--- src/rtl/demux_1x8.sv ---
// Registered 1-to-8 demultiplexer: routes i to the channel chosen by {s2,s1,s}.
// Latency: one clk cycle, every output comes straight from a flop.
// Backpressure: none, every rising edge loads a new output vector.
module demux_1x8 (
   input  logic clk,
   input  logic rst_n,
   input  logic i,
   input  logic s,
   input  logic s1,
   input  logic s2,
   output logic a,
   output logic b,
   output logic c,
   output logic d,
   output logic e,
   output logic f,
   output logic g,
   output logic h
);

   logic [2:0] w_sel;
   logic [7:0] w_onehot;
   logic [7:0] r_out;

   assign w_sel = {s2, s1, s};

   // Decode select into a one-hot vector carrying i; all other channels are 0.
   always_comb begin
      w_onehot        = 8'h00;
      w_onehot[w_sel] = i;
   end

   // Capture the decoded vector each edge. Reset clears all channels at once.
   always_ff @(posedge clk or negedge rst_n) begin
      if (!rst_n) begin
         r_out <= 8'h00;
      end else begin
         r_out <= w_onehot;
      end
   end

   assign a = r_out[0];
   assign b = r_out[1];
   assign c = r_out[2];
   assign d = r_out[3];
   assign e = r_out[4];
   assign f = r_out[5];
   assign g = r_out[6];
   assign h = r_out[7];

endmodule

--- config.mk ---
export PLATFORM = sky130hd
export DESIGN_NAME = demux_1x8
export DESIGN_NICKNAME = d
export VERILOG_FILES = /design/src/rtl/demux_1x8.sv
export SDC_FILE = /design/constraint.sdc
export NUM_CORES = 1
export LEC_CHECK = 0
export ABC_CLOCK_PERIOD_IN_PS = 800
export BUFFER_PORTS_ARGS = -buffer_cell sky130_fd_sc_hd__clkbuf_2
export CORE_AREA = 2 2 39 41
export DETAILED_ROUTE_END_ITERATION = 10
export DIE_AREA = 0 0 41 43
export GPL_TIMING_DRIVEN = 1
export MAX_ROUTING_LAYER = met4
export PLACE_DENSITY = 0.53
export SLEW_MARGIN = 0
export SYNTH_ARGS = -nofsm -noshare
export SYNTH_HDL_FRONTEND = slang
export SYNTH_SLANG_ARGS = --single-unit
--- constraint.sdc ---
create_clock -name clk -period 0.8 [get_ports clk]
set_clock_uncertainty 0.2 [all_clocks]
set_input_delay 0.04 -clock clk [delete_from_list [all_inputs] [get_ports clk]]
set_output_delay 0.04 -clock clk [all_outputs]
set_load 0.05 [all_outputs]
# Yosys cells after proc, flatten, opt, wreduce, memory -nomap -nowiden
# Cells that the tools add are included.
# totals
reg_bits	8
wordCells	7
# classes
order_cmp	2
muxes	2
n_reduce_logical	1
bitwise_logic	1
# ops
cell	n
$and A8 B8 Y8	1
$lt A3 B4 Y1 const B	1
$demux W1 S3	1
$ge A3 B1 Y1 const B	1
$logic_and A1 B1 Y1	1
$mux W1	1

# Depth between registers and ports, before layout
# Gate-level depths: netlist (run 1).
# depth
depth_word	5
ltp_mapped	1

# Worst setup path after synthesis (run 1)
# Ideal clock, no wire load.
# synth_path
path_kind	register -> output
from	register r_out[0]
to	output port a
arrival_time_ns	0.586
stages_incl_launch_ff	1
path_slack_ns	-0.026
n_path_buf	0
path_cell_list	dfrtp_1
# synth_rtl
item	line	source
start: declaration	23	logic [7:0] r_out;
start signal: assignment	38	r_out <= w_onehot;
end: declaration	11	output logic a,
# No word-level cell between the ends.

# Final worst setup path (run 1)
# layout_path
from	register r_out[2]
to	output port c
# layout_rtl
item	line	source
end: declaration	13	output logic c,
# No word-level cell between the ends.

==> summary.md, run 1 <==
The worst slew margin relative to its limit is 0.8514, and the final core utilization is 0.3644. The flow ran to the end, but the final reports show violations. For the routability congestion estimate from global placement, the log shows 0.5863. The checks that failed: hold timing, setup timing.

Yosys attributes the largest share of cell area to sky130_fd_sc_hd__dfrtp_1 (68%), sky130_fd_sc_hd__and4bb_2 (13%), sky130_fd_sc_hd__and4b_2 (11%). VDD sags by at most 698.7 µV. Once detail routing completed, the nets flagged for antenna violations numbered 0. The die span in y was 43 µm; the minimum setup slack after placement was -42.46 ps. After detailed routing, the number of vias per cell comes to 4.184. For this design the static power due to leakage is 0.2271 nW. The average instance in the mapped netlist occupies 18.53 µm². The via count of the first global-routing pass was 229. After floorplanning, the core was divided into 14 placement rows. Global routing finished with a remaining overflow of 0.

The logs give 0 for the count of buffers added by post-CTS timing repair for setup and 15 for the number of hold violations in the final report. The logs give -145.4 ps for the final hold slack and 0 for the final-report max-slew violation count. Walking the worst path, the cells encountered are buf_8. The tool flagged a number of max-cap violations equal to 0. Setup violations remaining at the end of the flow were counted as 8. In this run the tool buffered the top-level ports with 13 buffer cells. The mapped netlist covers 296.5 µm². The post-synthesis sequential area ratio came out at 0.6751. Before antenna repair, the detailed router went through 2 iterations.

STA classifies the critical path startpoint as a flip-flop. For the cts-stage hold buffer count, the log shows 1. The tools report the synthesized instance count as 16. The clock transition at the register clock pins on the worst setup and hold paths after CTS is 50 ps, and the DRC violation count after routing is 0. From synthesis to final layout, the design area changed by 70.04%. The number of buffers on the longest clock path was 2; the first-pass GRT wire length was 897 µm. For this run, the post-layout net count is 41. The tools report the initial cell density of the core as 0.2143.

The setup slack after layout came out at -238.6 ps. Share of cells above drive strength 1: 0.9697. The die covers 1763 µm². The die is 41 µm wide.

Counting every sink on the clock net gives 8. The logs give -1870 ps for the total negative setup slack and 22 for the number of nets in the synthesized netlist. The kind of end point of the critical path is a primary output. The number of diodes added for antenna fixing was 0. The overall global routing resource usage was 0.08108. TritonCTS created 3 clock buffers.

The number of flip-flops under the largest register name is 8, and the wire length per cell after detailed routing is 10.73 µm. The maximum level of the CTS H-tree came out at 1. The core region is 1384 µm².

The share of the clock period used by the worst path came out at 1.298. Among cell families on the critical path, the largest total delay comes from flip-flops. Setup repair after global routing could not meet its margin everywhere. TritonCTS built the clock tree. Register with the most flip-flops: r_out. The maximum fanout along the worst path works out to 1. The clock root buffer was sky130_fd_sc_hd__clkbuf_4. On the worst path, the slowest cell contributes a delay of 400 ps. During synthesis, Yosys emitted a total of 0 warnings.

The type of the setup path with the least slack is reg2out. The synthesized design contains 8 register bits. The violation count after the first detailed-routing iteration is 1, and the initial antenna violation count is 0. For this design the ratio of total power to cell area is 1666 nW/µm².

The data arrival time of the critical path is 800 ps. The placed wire-length estimate after detailed placement was 391.6 µm; the share of the synthesized area in the top cell type was 0.6751. Worst hold-check path type: in2reg. The synthesized design spends more area on one cell type than any other, namely sky130_fd_sc_hd__dfrtp_1. The combined buffer and inverter count along the critical path came out at 1. The tools report the required time at the endpoint of the critical path as 560 ps. The largest registers in the layout are r_out x8. Power consumption: 0.0008400 W. For the pin with the worst max-slew slack, the measured transition is 222.3 ps. Among all stages on the critical path, the largest delay is contributed by sky130_fd_sc_hd__dfrtp_2. The count of distinct cell types in the synthesized netlist is 5, and the number of vias after detailed routing is 205. For this design the top-level I/O count stands at 14.

Fill cells in the final layout number 139. The pin count of the biggest net entering global routing is 9. After layout, the minimum clock period comes to 1039 ps. The tools report the timing-limited maximum frequency as 962.8 MHz. After detailed routing, the total wire length is 526 µm.
where the power goes:
group / leakage, nW / internal [W] / switching [W] / total [W]
registers: 0.0970 / 0.000417 / 0.00000657 / 0.000424
logic: 0.116 / 0.0000533 / 0.0000700 / 0.000123
clock network: 0.0138 / 0.000171 / 0.000122 / 0.000293
cell type report:
class / count / area [µm²] / area share
tap: 16 / 20.02 / 0.03970
timing repair buffer: 14 / 155.1 / 0.3077
clock buffer: 3 / 22.52 / 0.04466
sequential: 8 / 210.2 / 0.4169
multi-input combinational: 8 / 96.34 / 0.1911
cell usage in the layout, fill, tap and decap left out:
master / instances
sky130_fd_sc_hd__and4_2: 1
sky130_fd_sc_hd__dlygate4sd3_1: 1
sky130_fd_sc_hd__buf_8: 8
sky130_fd_sc_hd__clkbuf_2: 5
sky130_fd_sc_hd__nor4b_2: 1
sky130_fd_sc_hd__dfrtp_2: 8
sky130_fd_sc_hd__and4bb_2: 3
sky130_fd_sc_hd__clkbuf_4: 3
sky130_fd_sc_hd__and4b_2: 3
final timing paths:
path,startpoint,endpoint,slack (ps),cells after the start
setup / recovery,r_out[2]$_DFF_PN0_,c,-240,1
hold / removal,s,r_out[0]$_DFF_PN0_,-150,2
max in group asynchronous,rst_n,r_out[7]$_DFF_PN0_,250,2
min in group asynchronous,rst_n,r_out[0]$_DFF_PN0_,-30,2
cell usage after synthesis:
master,count
sky130_fd_sc_hd__and4_2,1
sky130_fd_sc_hd__and4b_2,3
sky130_fd_sc_hd__and4bb_2,3
sky130_fd_sc_hd__dfrtp_1,8
sky130_fd_sc_hd__nor4b_2,1
timing repair:
item,in CTS,in global routing
endpoints found under the hold margin,16,14
pin swaps,0,0
resized for setup,16,8
endpoints found under the setup margin,8,8
routing by layer:
layer  GRT usage  share of wire  routed length, µm
met1     0.09635           0.49                257
met4     0.08000          0.030                 16
met5           -              0                  0
met2      0.1063           0.42                223
met3     0.01571          0.055                 29
kinds of logic after synthesis:
| family | count (synthesis) | synth area share |
|---|---|---|
| simple gates | 8 | 0.3249 |
| flops | 8 | 0.6751 |
through the flow:
step                instance area, µm²  instances
floorplan                        306.5         16
global placement                 391.6         45
detailed placement               391.6         45
CTS                              494.2         49
global route                     504.2         49
finish                           504.2         49
(Power assumes the default switching activity.)
==> inputs of run 2 (changes only) <==
--- a/config.mk
+++ b/config.mk
@@ -8,6 +8,7 @@
 export ABC_CLOCK_PERIOD_IN_PS = 800
 export BUFFER_PORTS_ARGS = -buffer_cell sky130_fd_sc_hd__clkbuf_2
 export CORE_AREA = 2 2 39 41
+export CTS_BUF_LIST = sky130_fd_sc_hd__clkbuf_16
 export DETAILED_ROUTE_END_ITERATION = 10
 export DIE_AREA = 0 0 41 43
 export GPL_TIMING_DRIVEN = 1
==> summary.md, run 2 (synthesis results as in run 1) <==
The flow ran to the end, but the final reports show violations. The checks that failed: hold timing, setup timing. STA classifies the critical path startpoint as a flip-flop. TritonCTS built the clock tree. The initial antenna violation count is 0, and the critical path depth in cells is 1. First-pass GRT wire length: 910 µm.

The logs give 8 for the total setup violations reported at the end of the flow and 0 for the final-report max-slew violation count. Data on the critical path arrives at its endpoint at 780 ps. The number of clock buffers added by TritonCTS is 3. The run gives 14 as the number of top-level pins.

In the final layout, the registers with the most flip-flops are r_out x8. The floorplan has 14 rows. The share of cells above drive strength 1 was 0.9697; the final design area excluding fillers was 556.8 µm². In the final routed layout, each cell accounts on average for 11.39 µm.

The cell area reported after detailed placement was 391.6 µm². The power consumption was 0.001379 W; the maximum fanout along the worst path was 1. Overall global routing resource usage: 0.08316.

The total iterations of the first detailed-routing run was 1; the number of instances on the worst hold path was 2. The cell count after placement is 45, and the power density normalized to cell area is 2477 nW/µm². The worst slew margin relative to its limit was 0.8591; the number of flip-flops under the largest register name was 8.

Relative to the synthesized area, the layout overhead comes to 87.76%. After detailed routing, the number of remaining DRC violations is 0. The clock drives 8 sinks. The tools report the setup slack after layout as -216.8 ps.

In the layout the commonest cells are sky130_fd_sc_hd__buf_8 (8), sky130_fd_sc_hd__dfrtp_2 (8), sky130_fd_sc_hd__clkbuf_2 (5). The pin count of the biggest net entering global routing is 9. The via count of the first global-routing pass was 225.

The run gives 1 as the maximum level of the CTS H-tree. The placed wire-length estimate after detailed placement is 391.6 µm. Category of cells accounting for the largest share of critical-path delay: flip-flops. For this run, the top clock speed supported by timing is 983.5 MHz.

The area inside the core boundary is 1384 µm². Tracing the worst setup path back leads to its startpoint at r_out[1]$_DFF_PN0_. In this run the horizontal extent of the chip is 41 µm. For this run, the slowest stage of the critical path takes 400 ps. Setup repair after global routing could not meet its margin everywhere. The worst hold path begins at s. The maximum ir drop on the vdd rail was 1076 µV.

Max-cap violations in this run came to 0. Clock root buffer: sky130_fd_sc_hd__clkbuf_16. The tools report the initial cell density of the core as 0.2143.

For this block, the initial DRC count from the detailed router was 0. The required time at the endpoint of the critical path was 560 ps; the share of the clock period used by the worst path was 1.271. The final critical delay including setup and external delays was 1017 ps. The quantity of I/O buffers inserted on ports is 13, and the routability congestion estimate from global placement is 0.5863. The signal on the critical path passes through buf_8. Combined buffer and inverter count along the critical path: 1.

After the flow finishes, the layout carries non-filler instances totaling 49. The cts-stage hold buffer count is 1, and the final core utilization is 0.4024. The register with the most flip-flops is r_out. The run gives 1763 µm² as the total die area. The total negative setup slack is -1708 ps.

Dividing the detail-routed via count by the number of cells gives 4.204. The number of hold violations in the final report came out at 10. The slowest stage of the critical path belongs to the cell sky130_fd_sc_hd__dfrtp_2.

In this run the worst hold path is classified as in2reg. After clock tree synthesis, the clock-pin slew on the worst setup and hold paths is 40 ps. Buffers added to address setup during post-CTS repair amount to 0. The run gives 0 as the total global routing overflow.

The tools report the number of nets in the layout as 41. For the final hold slack, the log shows -129.6 ps. The type of the setup path with the least slack was reg2out. The worst-margin pin slew was 210.8 ps; the residual antenna-violating net count after detailed routing was 0. Number of diodes added for antenna fixing: 0. The routed layout has 206 vias. Counting along the longest clock path gives a buffer depth of 2.

The filler cells instantiated in the layout total 129. The die span in y works out to 43 µm. The total wire length after detailed routing was 558 µm.

STA classifies the critical path endpoint as a primary output. In this run the static leakage power is 0.2503 nW.
-- run 2: cell types whose count changed in the layout (fill, tap and decap cells not counted) --
cell and delta:
sky130_fd_sc_hd__clkbuf_4 -3, sky130_fd_sc_hd__clkbuf_16 +3
-- run 2: repair_timing --
action	4_1_cts	5_1_grt
gates cloned	0	0
endpoints found under the hold margin	11	2
setup endpoints to repair	8	8
gates resized for setup	16	8
-- run 2: final cells by class --
cell class / instances / area, µm² / area share
sequential: 8 / 210.2 / 0.3775
timing repair buffer: 14 / 155.1 / 0.2787
multi-input combinational: 8 / 96.34 / 0.1730
clock buffer: 3 / 75.07 / 0.1348
tap: 16 / 20.02 / 0.03596
-- run 2: stage by stage --
stage	setup WS [ps]	hold WS, ps
floorplan	75.32	-455.6
global placement	-33.84	-316.5
detailed placement	-42.46	-309.8
CTS	-234.0	-139.1
global route	-231.5	-106.3
finish	-216.8	-129.6
-- run 2: routing by layer --
layer,up-vias,wire length (µm),global-route usage
li1,100,-,-
met1,92,270,0.09967
met2,12,233,0.1094
met3,2,33,0.01571
met4,0,20,0.08000
met5,-,0,-
-- run 2: power by group --
group          total [W]  switching [W]  internal (W)
Sequential      0.000426     0.00000663      0.000419
Clock           0.000830       0.000187      0.000644
Combinational   0.000123      0.0000697     0.0000533
Total            0.00138       0.000263       0.00112
-- run 2: path summary, 6_finish.rpt --
check / end / slack (ps)
worst max-delay path: b / -220
worst min-delay path: r_out[0]$_DFF_PN0_ / -130
max in group asynchronous: r_out[3]$_DFF_PN0_ / 230
min in group asynchronous: r_out[0]$_DFF_PN0_ / -10
